`src/rtl/regfile_writeback.sv`:
```
// rtl/regfile_writeback.sv - register file write-back arbiter: ALU priority, in-order load FIFO
// Optional WB_BYPASS_EN: a load arriving to an empty FIFO with no ALU write goes straight to the output.
module regfile_writeback #(
  parameter int DATA_W     = 32,
  parameter int ADDR_W     = 5,
  parameter int FIFO_DEPTH = 4
) (
  input  logic                          clk,
  input  logic                          reset,
  input  logic                          alu_valid,
  input  logic [ADDR_W-1:0]             alu_rd,
  input  logic [DATA_W-1:0]             alu_data,
  input  logic                          mem_valid,
  output logic                          mem_ready,
  input  logic [ADDR_W-1:0]             mem_rd,
  input  logic [DATA_W-1:0]             mem_data,
  output logic                          reg_write_en,
  output logic [ADDR_W-1:0]             reg_write_dest,
  output logic [DATA_W-1:0]             reg_write_data,
  output logic [$clog2(FIFO_DEPTH):0]   fifo_count,
  output logic                          idle
);

  localparam int PTR_W = $clog2(FIFO_DEPTH);
  localparam int CNT_W = PTR_W + 1;

  logic [ADDR_W-1:0] fifo_rd   [FIFO_DEPTH];
  logic [DATA_W-1:0] fifo_data [FIFO_DEPTH];
  logic [PTR_W-1:0]  wr_ptr;
  logic [PTR_W-1:0]  rd_ptr;
  logic [CNT_W-1:0]  count;

  logic fifo_empty;
  logic alu_take;
  logic mem_fire;
  logic mem_keep;
  logic pop;
  logic push;
  logic bypass;

  assign fifo_empty = (count == '0);
  // Ready looks only at the registered count, so a full FIFO refuses even when popping.
  assign mem_ready  = (count < CNT_W'(FIFO_DEPTH));
  assign fifo_count = count;
  assign idle       = fifo_empty && !reg_write_en;

  assign alu_take = alu_valid && (alu_rd != '0);
  assign mem_fire = mem_valid && mem_ready;
  assign mem_keep = mem_fire && (mem_rd != '0);
  assign pop      = !alu_take && !fifo_empty;

`ifdef WB_BYPASS_EN
  assign bypass = mem_keep && fifo_empty && !alu_take;
`else
  assign bypass = 1'b0;
`endif

  assign push = mem_keep && !bypass;

  // Storage needs no reset: pointers and count define which entries are live.
  always_ff @(posedge clk) begin
    if (push) begin
      fifo_rd[wr_ptr]   <= mem_rd;
      fifo_data[wr_ptr] <= mem_data;
    end
  end

  always_ff @(posedge clk or posedge reset) begin
    if (reset) begin
      wr_ptr <= '0;
      rd_ptr <= '0;
      count  <= '0;
    end else begin
      if (push) wr_ptr <= wr_ptr + PTR_W'(1);
      if (pop)  rd_ptr <= rd_ptr + PTR_W'(1);
      if (push && !pop)      count <= count + CNT_W'(1);
      else if (pop && !push) count <= count - CNT_W'(1);
    end
  end

  always_ff @(posedge clk or posedge reset) begin
    if (reset) begin
      reg_write_en   <= 1'b0;
      reg_write_dest <= '0;
      reg_write_data <= '0;
    end else if (alu_take) begin
      reg_write_en   <= 1'b1;
      reg_write_dest <= alu_rd;
      reg_write_data <= alu_data;
    end else if (pop) begin
      reg_write_en   <= 1'b1;
      reg_write_dest <= fifo_rd[rd_ptr];
      reg_write_data <= fifo_data[rd_ptr];
    end else if (bypass) begin
      reg_write_en   <= 1'b1;
      reg_write_dest <= mem_rd;
      reg_write_data <= mem_data;
    end else begin
      reg_write_en   <= 1'b0;
    end
  end

endmodule
```
`config.mk`:
```
export PLATFORM = sky130hd
export DESIGN_NAME = regfile_writeback
export DESIGN_NICKNAME = d
export VERILOG_FILES = /design/src/rtl/regfile_writeback.sv
export SDC_FILE = /design/constraint.sdc
export NUM_CORES = 1
export LEC_CHECK = 0
export CORE_UTILIZATION = 35
export CTS_CLUSTER_SIZE = 8
export DETAILED_ROUTE_END_ITERATION = 10
export PLACE_DENSITY = 0.61
export RECOVER_POWER = 25
export SETUP_SLACK_MARGIN = 0.1
export SYNTH_ARGS = -nofsm -noshare
export SYNTH_HDL_FRONTEND = slang
export SYNTH_SLANG_ARGS = --single-unit
```
`constraint.sdc`:
```
create_clock -name clk -period 4 [get_ports clk]
set_input_delay 0.8 -clock clk [delete_from_list [all_inputs] [get_ports clk]]
set_output_delay 0.8 -clock clk [all_outputs]
set_load 0.02 [all_outputs]
```
======== Yosys cells after proc, flatten, opt, wreduce, memory -nomap -nowiden ========
Memories as Yosys holds them, arrays and structs flattened.
Cells that the tools add are included.
operators by class
  add/subtract/negate cells ............... 4
  $lt $le $gt $ge ......................... 1
  muxes and demuxes ....................... 10
  reductions and logical operators ........ 17
operators with widths
  cell                                                                count
  32-bit two-way mux                                                  2
  5-bit two-way mux                                                   2
  5-bit nonzero test                                                  2
  1-bit logical AND                                                   7
  3-bit two-way mux                                                   2
  1-bit logical NOT                                                   5
  2-bit by 1-bit adder with 2-bit output, second input constant       2
  1-bit two-way mux                                                   4
  2-bit nonzero test                                                  2
  3-bit by 1-bit adder with 3-bit output, second input constant       1
  3-bit logical NOT                                                   1
  3-bit less-than comparator, second input constant                   1
  3-bit by 1-bit subtractor with 3-bit output, second input constant  1
storage, ports and cells
  flip-flop bits (word level) ............. 45
  RAM bits ................................ 148
  bits of input ports ..................... 78
  output and inout port bits .............. 43
  memories kept ........................... 2
memory list
  name       words  width  rd ports  clocked after memory_dff  write ports  line  source
  fifo_data  4      32     1         0                         1            28    logic [DATA_W-1:0] fifo_data [FIFO_DEPTH];
  fifo_rd    4      5      1         0                         1            27    logic [ADDR_W-1:0] fifo_rd [FIFO_DEPTH];

======== Depth between registers and ports, before layout ========
  depth after elaboration ................. 7
  mapped depth ............................ 10
  gate-level depth less buffers ........... 9

======== Worst setup path after synthesis ========
OpenSTA, ideal clock, no wires.
  path type ............................... input-to-reg
  start point ............................. in alu_rd[0]
  end point ............................... reg count[1], in the netlist fifo_count[1]
  arrival ................................. 2.656 ns
  data required time ...................... 3.875 ns
  slack ................................... 1.219 ns
  stages on the path ...................... 8
  cell sequence ........................... or4_4 o21ai_4 buf_6 nand2_1 ha_1 inv_1 fa_1 mux2_2
on the way
  word-level cells in the longest chain between the ends .. 7
  elaborated cells on any way between the ends .. 9
  those cells by class .................... mux (1); reduce/logical (8)
RTL lines
  element                                                  line  source
  from (decl)                                              11    input logic [ADDR_W-1:0] alu_rd,
  5-bit nonzero test (*)                                   47    assign alu_take = alu_valid && (alu_rd != '0);
  1-bit logical AND (*)                                    47
  1-bit logical NOT (*)                                    50    assign pop = !alu_take && !fifo_empty;
  1-bit logical AND (*)                                    50
  1-bit logical NOT                                        76    if (push && !pop) count <= count + CNT_W'(1);
  1-bit logical AND                                        76
  3-bit two-way mux or 2-bit nonzero test (tied branches)  n/a
  to (signal assigned)                                     76
  to (signal assigned)                                     77    else if (pop && !push) count <= count - CNT_W'(1);
  to (decl)                                                31    logic [CNT_W-1:0] count;
Mark *: on every way between the ends. The rest lies on a longest branch, timed or not.
A chain may end at the register's enable or synchronous reset.

======== Final worst setup path ========
  start point ............................. reg count[0], in the netlist fifo_count[0]
  end point ............................... out idle
on the way
  word-level cells in the longest chain between the ends .. 2
RTL lines
  element            line  source
  3-bit logical NOT  41    assign fifo_empty = (count == '0);
  1-bit logical AND  45    assign idle = fifo_empty && !reg_write_en;
  to (decl)          21    output logic idle
No other way between the ends.

==> results by group <==
Power and ir drop
  • Cell Pwr Density: about 680 mW/mm²
  • Static Leak: about 3.3 nW
  • Worst VDD drop: approximately 280 µV

Place
  • PortBufs: 120
  • Dpl ws: 0.7196 ns
  • Post-DP HPWL: about 10000 µm
  • GP Congestion: between 0.6 and 0.7

STA
  • Tmin final: between 3 and 4 ns
  • RSZ-0062 raised after global routing: no
  • Final worst path period share: between 70 and 80%
  • Worst Max-Slew Pin Slew: roughly 1.0 ns
  • Setup TNS: 0 ns
  • Final WS setup: 0.9921 ns
  • Fin Clk Skew: 0.006395 ns
  • Final Max Slew Viols: 0
  • Final setup vio count: 0
  • Fmax: ~330 MHz
  • Slew HR: between 20 and 30%
  • Final Hold Viols: 0

Final layout
  • Post-layout util: between 40 and 50%
  • Nets@finish: approximately 640
  • Area grow syn2layout: 28.73%
  • Ratio of cells with drive above 1 in the final layout: 14.36%

Clocking
  • Clock Latency Late Sink: roughly 0.42 ns
  • CTS sink cnt: around 190
  • CTS resizes: 0
  • CTS H-tree lvls: 4
  • CTS tree: done
  • CTS hold repair buffers: 0
  • Clock Pin Slew Worst Setup and Hold Paths: 0.06 ns
  • Clock root cell: clkbuf_16
  • CTS max path bufs: 2
  • TritonCTS buffer count: 17
  • Post-CTS Setup Bufs: 0

Global route
  • Global-route wire length before repair: roughly 24000 µm
  • Total global routing overflow: 0
  • Initial antenna violation count: 2
  • Vias in the first global route: between 4k and 5k
  • GRT Overall Usage: 14.68%
  • Largest net degree at the start of global routing: between 70 and 80

Yosys
  • Top post-synthesis cells by area: edfxtp_1 60%, dfrtp_1 15%, mux4_2 11%
  • Yosys reg bits: just under 200
  • Cell taking the most area after synthesis: edfxtp_1
  • Ys flop type: edfxtp_1
  • Library cells used by synthesis: 25
  • Sequential share of the synthesized area: 74.59%
  • Async SR Flop Fraction: 23.32%
  • Synthesized area: between 0.007 and 0.008 mm²
  • Synth warnings: 0
  • Synthesized instance count: ~440
  • EDFF count, synth: 148
  • Mean Syn Cell Area: between 15 and 20 µm²
  • Synth top area share: between 50% and 60%
  • Syn Nets: 520

Worst setup path
  • Worst Path Arrival: between 2 and 2.5 ns
  • Critical Path Fanout Max: 5
  • Slowest CP cell: clkdlybuf4s50_1
  • Startpoint Class: flop
  • Critical Path RT: 3.20 ns
  • Critical-path cell list: or3_2, nor2_1, clkdlybuf4s50_1
  • CP Capture Type: output port
  • Critical Setup Path Class: flop to output port
  • Critical path's largest stage delay: between 0.6 and 0.7 ns
  • Worst Reg-to-Reg Cells: 9

Route
  • Antenna-violating nets left: 0
  • Drc violations: 0
  • Detail-routed via count per cell: 4.767
  • Routed wire length: roughly 15000 µm
  • First-pass DRT Iterations: 6
  • Vias: between 4k and 5k
  • DRT iter0 DRCs: ~230
  • Post-detailed-route wirelength per cell: 17.84 µm

Floorplanning
  • IO Count: ~120
  • Std cell rows: 53
  • Full die area: roughly 0.022 mm²
  • Die width: between 100 and 150 µm
  • Starting density of the core: around 36%
  • Die height: roughly 150 µm
  • CORE AREA: ~0.021 mm²

Job
  • Max Cap Viol: 0

Run status
  • Status: finished clean

Hold path
  • Hold Path Class: flop to flop
  • Hold Path Depth: 2
## through the flow
step	area, µm²	power (mW)	cells	hold slack [ns]
after global placement	8995	4.812	814	0.4989
after CTS	9612	6.608	846	0.5281
after detailed placement	8995	4.857	814	0.5120
final	9614	6.496	847	0.5319
after global routing	9614	6.840	847	0.5569
after floorplan	7468	4.054	436	0.5796
## layer usage
| metal | routed length (µm) | GRT usage (%) | part of all wire [%] | vias up |
|---|---|---|---|---|
| li1 | - | - | - | 1901 |
| met1 | 6614 | 18.78 | 44 | 2029 |
| met2 | 7498 | 24.01 | 50 | 93 |
| met3 | 862 | 3.865 | 5.7 | 13 |
| met4 | 125 | 5.515 | 0.83 | 2 |
| met5 | 12 | 0 | 0.079 | - |
## path summary, 6_finish.rpt
kind	startpoint	endpoint	slack (ns)
setup / recovery	fifo_count[0]$_DFFE_PP0P_	idle	0.99
hold / removal	reg_write_dest[4]$_DFFE_PP0P_	reg_write_dest[4]$_DFFE_PP0P_	0.53
setup reg to reg	fifo_count[0]$_DFFE_PP0P_	fifo_count[2]$_DFFE_PP0P_	1.42
hold reg to reg	reg_write_dest[4]$_DFFE_PP0P_	reg_write_dest[4]$_DFFE_PP0P_	0.53
max in group asynchronous	reset	rd_ptr[1]$_DFFE_PP0P_	2.35
min in group asynchronous	reset	reg_write_data[5]$_DFFE_PP0P_	0.93
## synthesized netlist by cell type (2+ instances only)
cell      number
xnor2_1        5
a31oi_1       35
buf_2          6
a32oi_1        2
ha_1           5
nor2_1        37
nand2_1       75
mux4_2        37
buf_4          9
edfxtp_1     148
inv_1          5
clkbuf_1       9
and2_1         4
or3_1          2
dfrtp_1       45
nand3_1        3
## sequential cells by signal, summed over array words and instances (netlist names)
name,flops
rd_ptr,2
reg_write_en,1
reg_write_data,32
fifo_count,3
fifo_rd,20
reg_write_dest,5
wr_ptr,2
fifo_data,128
## cells by family (layout without fill, tap and decap cells)
group           after synthesis  in the layout  share of synthesized area (%)
buf+inv                      30            165                          2.161
fa+ha+maj                     6              6                          1.106
flops                       193            193                          74.59
other cells                   0              1                              0
mux                          38             38                          11.31
simple gates                123            123                          6.550
xor+xnor                      6              6                         0.7036
compound gates               40             40                          3.585
## layout make-up
class / instances / area, µm²
Clock buffer: 28 / 518.0
Tap cell: 275 / 344.1
Sequential cell: 193 / 5573
Antenna cell: 1 / 2.502
Inverter: 5 / 18.77
Timing Repair Buffer: 128 / 1311
Multi-Input combinational cell: 213 / 1748
Clock inverter: 4 / 98.84
Fill cell: 1832 / 11340
## where the power goes
group	switching [mW]	internal [mW]
logic	0.924	0.964
registers	0.299	2.57
clock network	0.666	1.07
## cells in the final DEF (no fill, tap or decap), drive strengths merged
master and instances:
o311a 1, nor2 37, inv 5, clkbuf 28
or4 1, buf 8, dfrtp 45, nand3 3
or3 2, clkdlybuf4s50 93, a31oi 35, dlygate4sd3 27
mux2 1, and2 4, nand2 75, a32oi 2
fa 1, o21ai 2, bufinv 3, edfxtp 148
diode 1, mux4 37, ha 5, xnor2 5
xor2 1, nor3 1, clkinv 1
## critical path, delay by kind of cell (launching register included)
family | cells | cell delay, ns
and+or+nand+nor | 2 | 0.71
DFF | 1 | 0.45
buffers and inverters | 1 | 0.62
(Power assumes the default switching activity.)
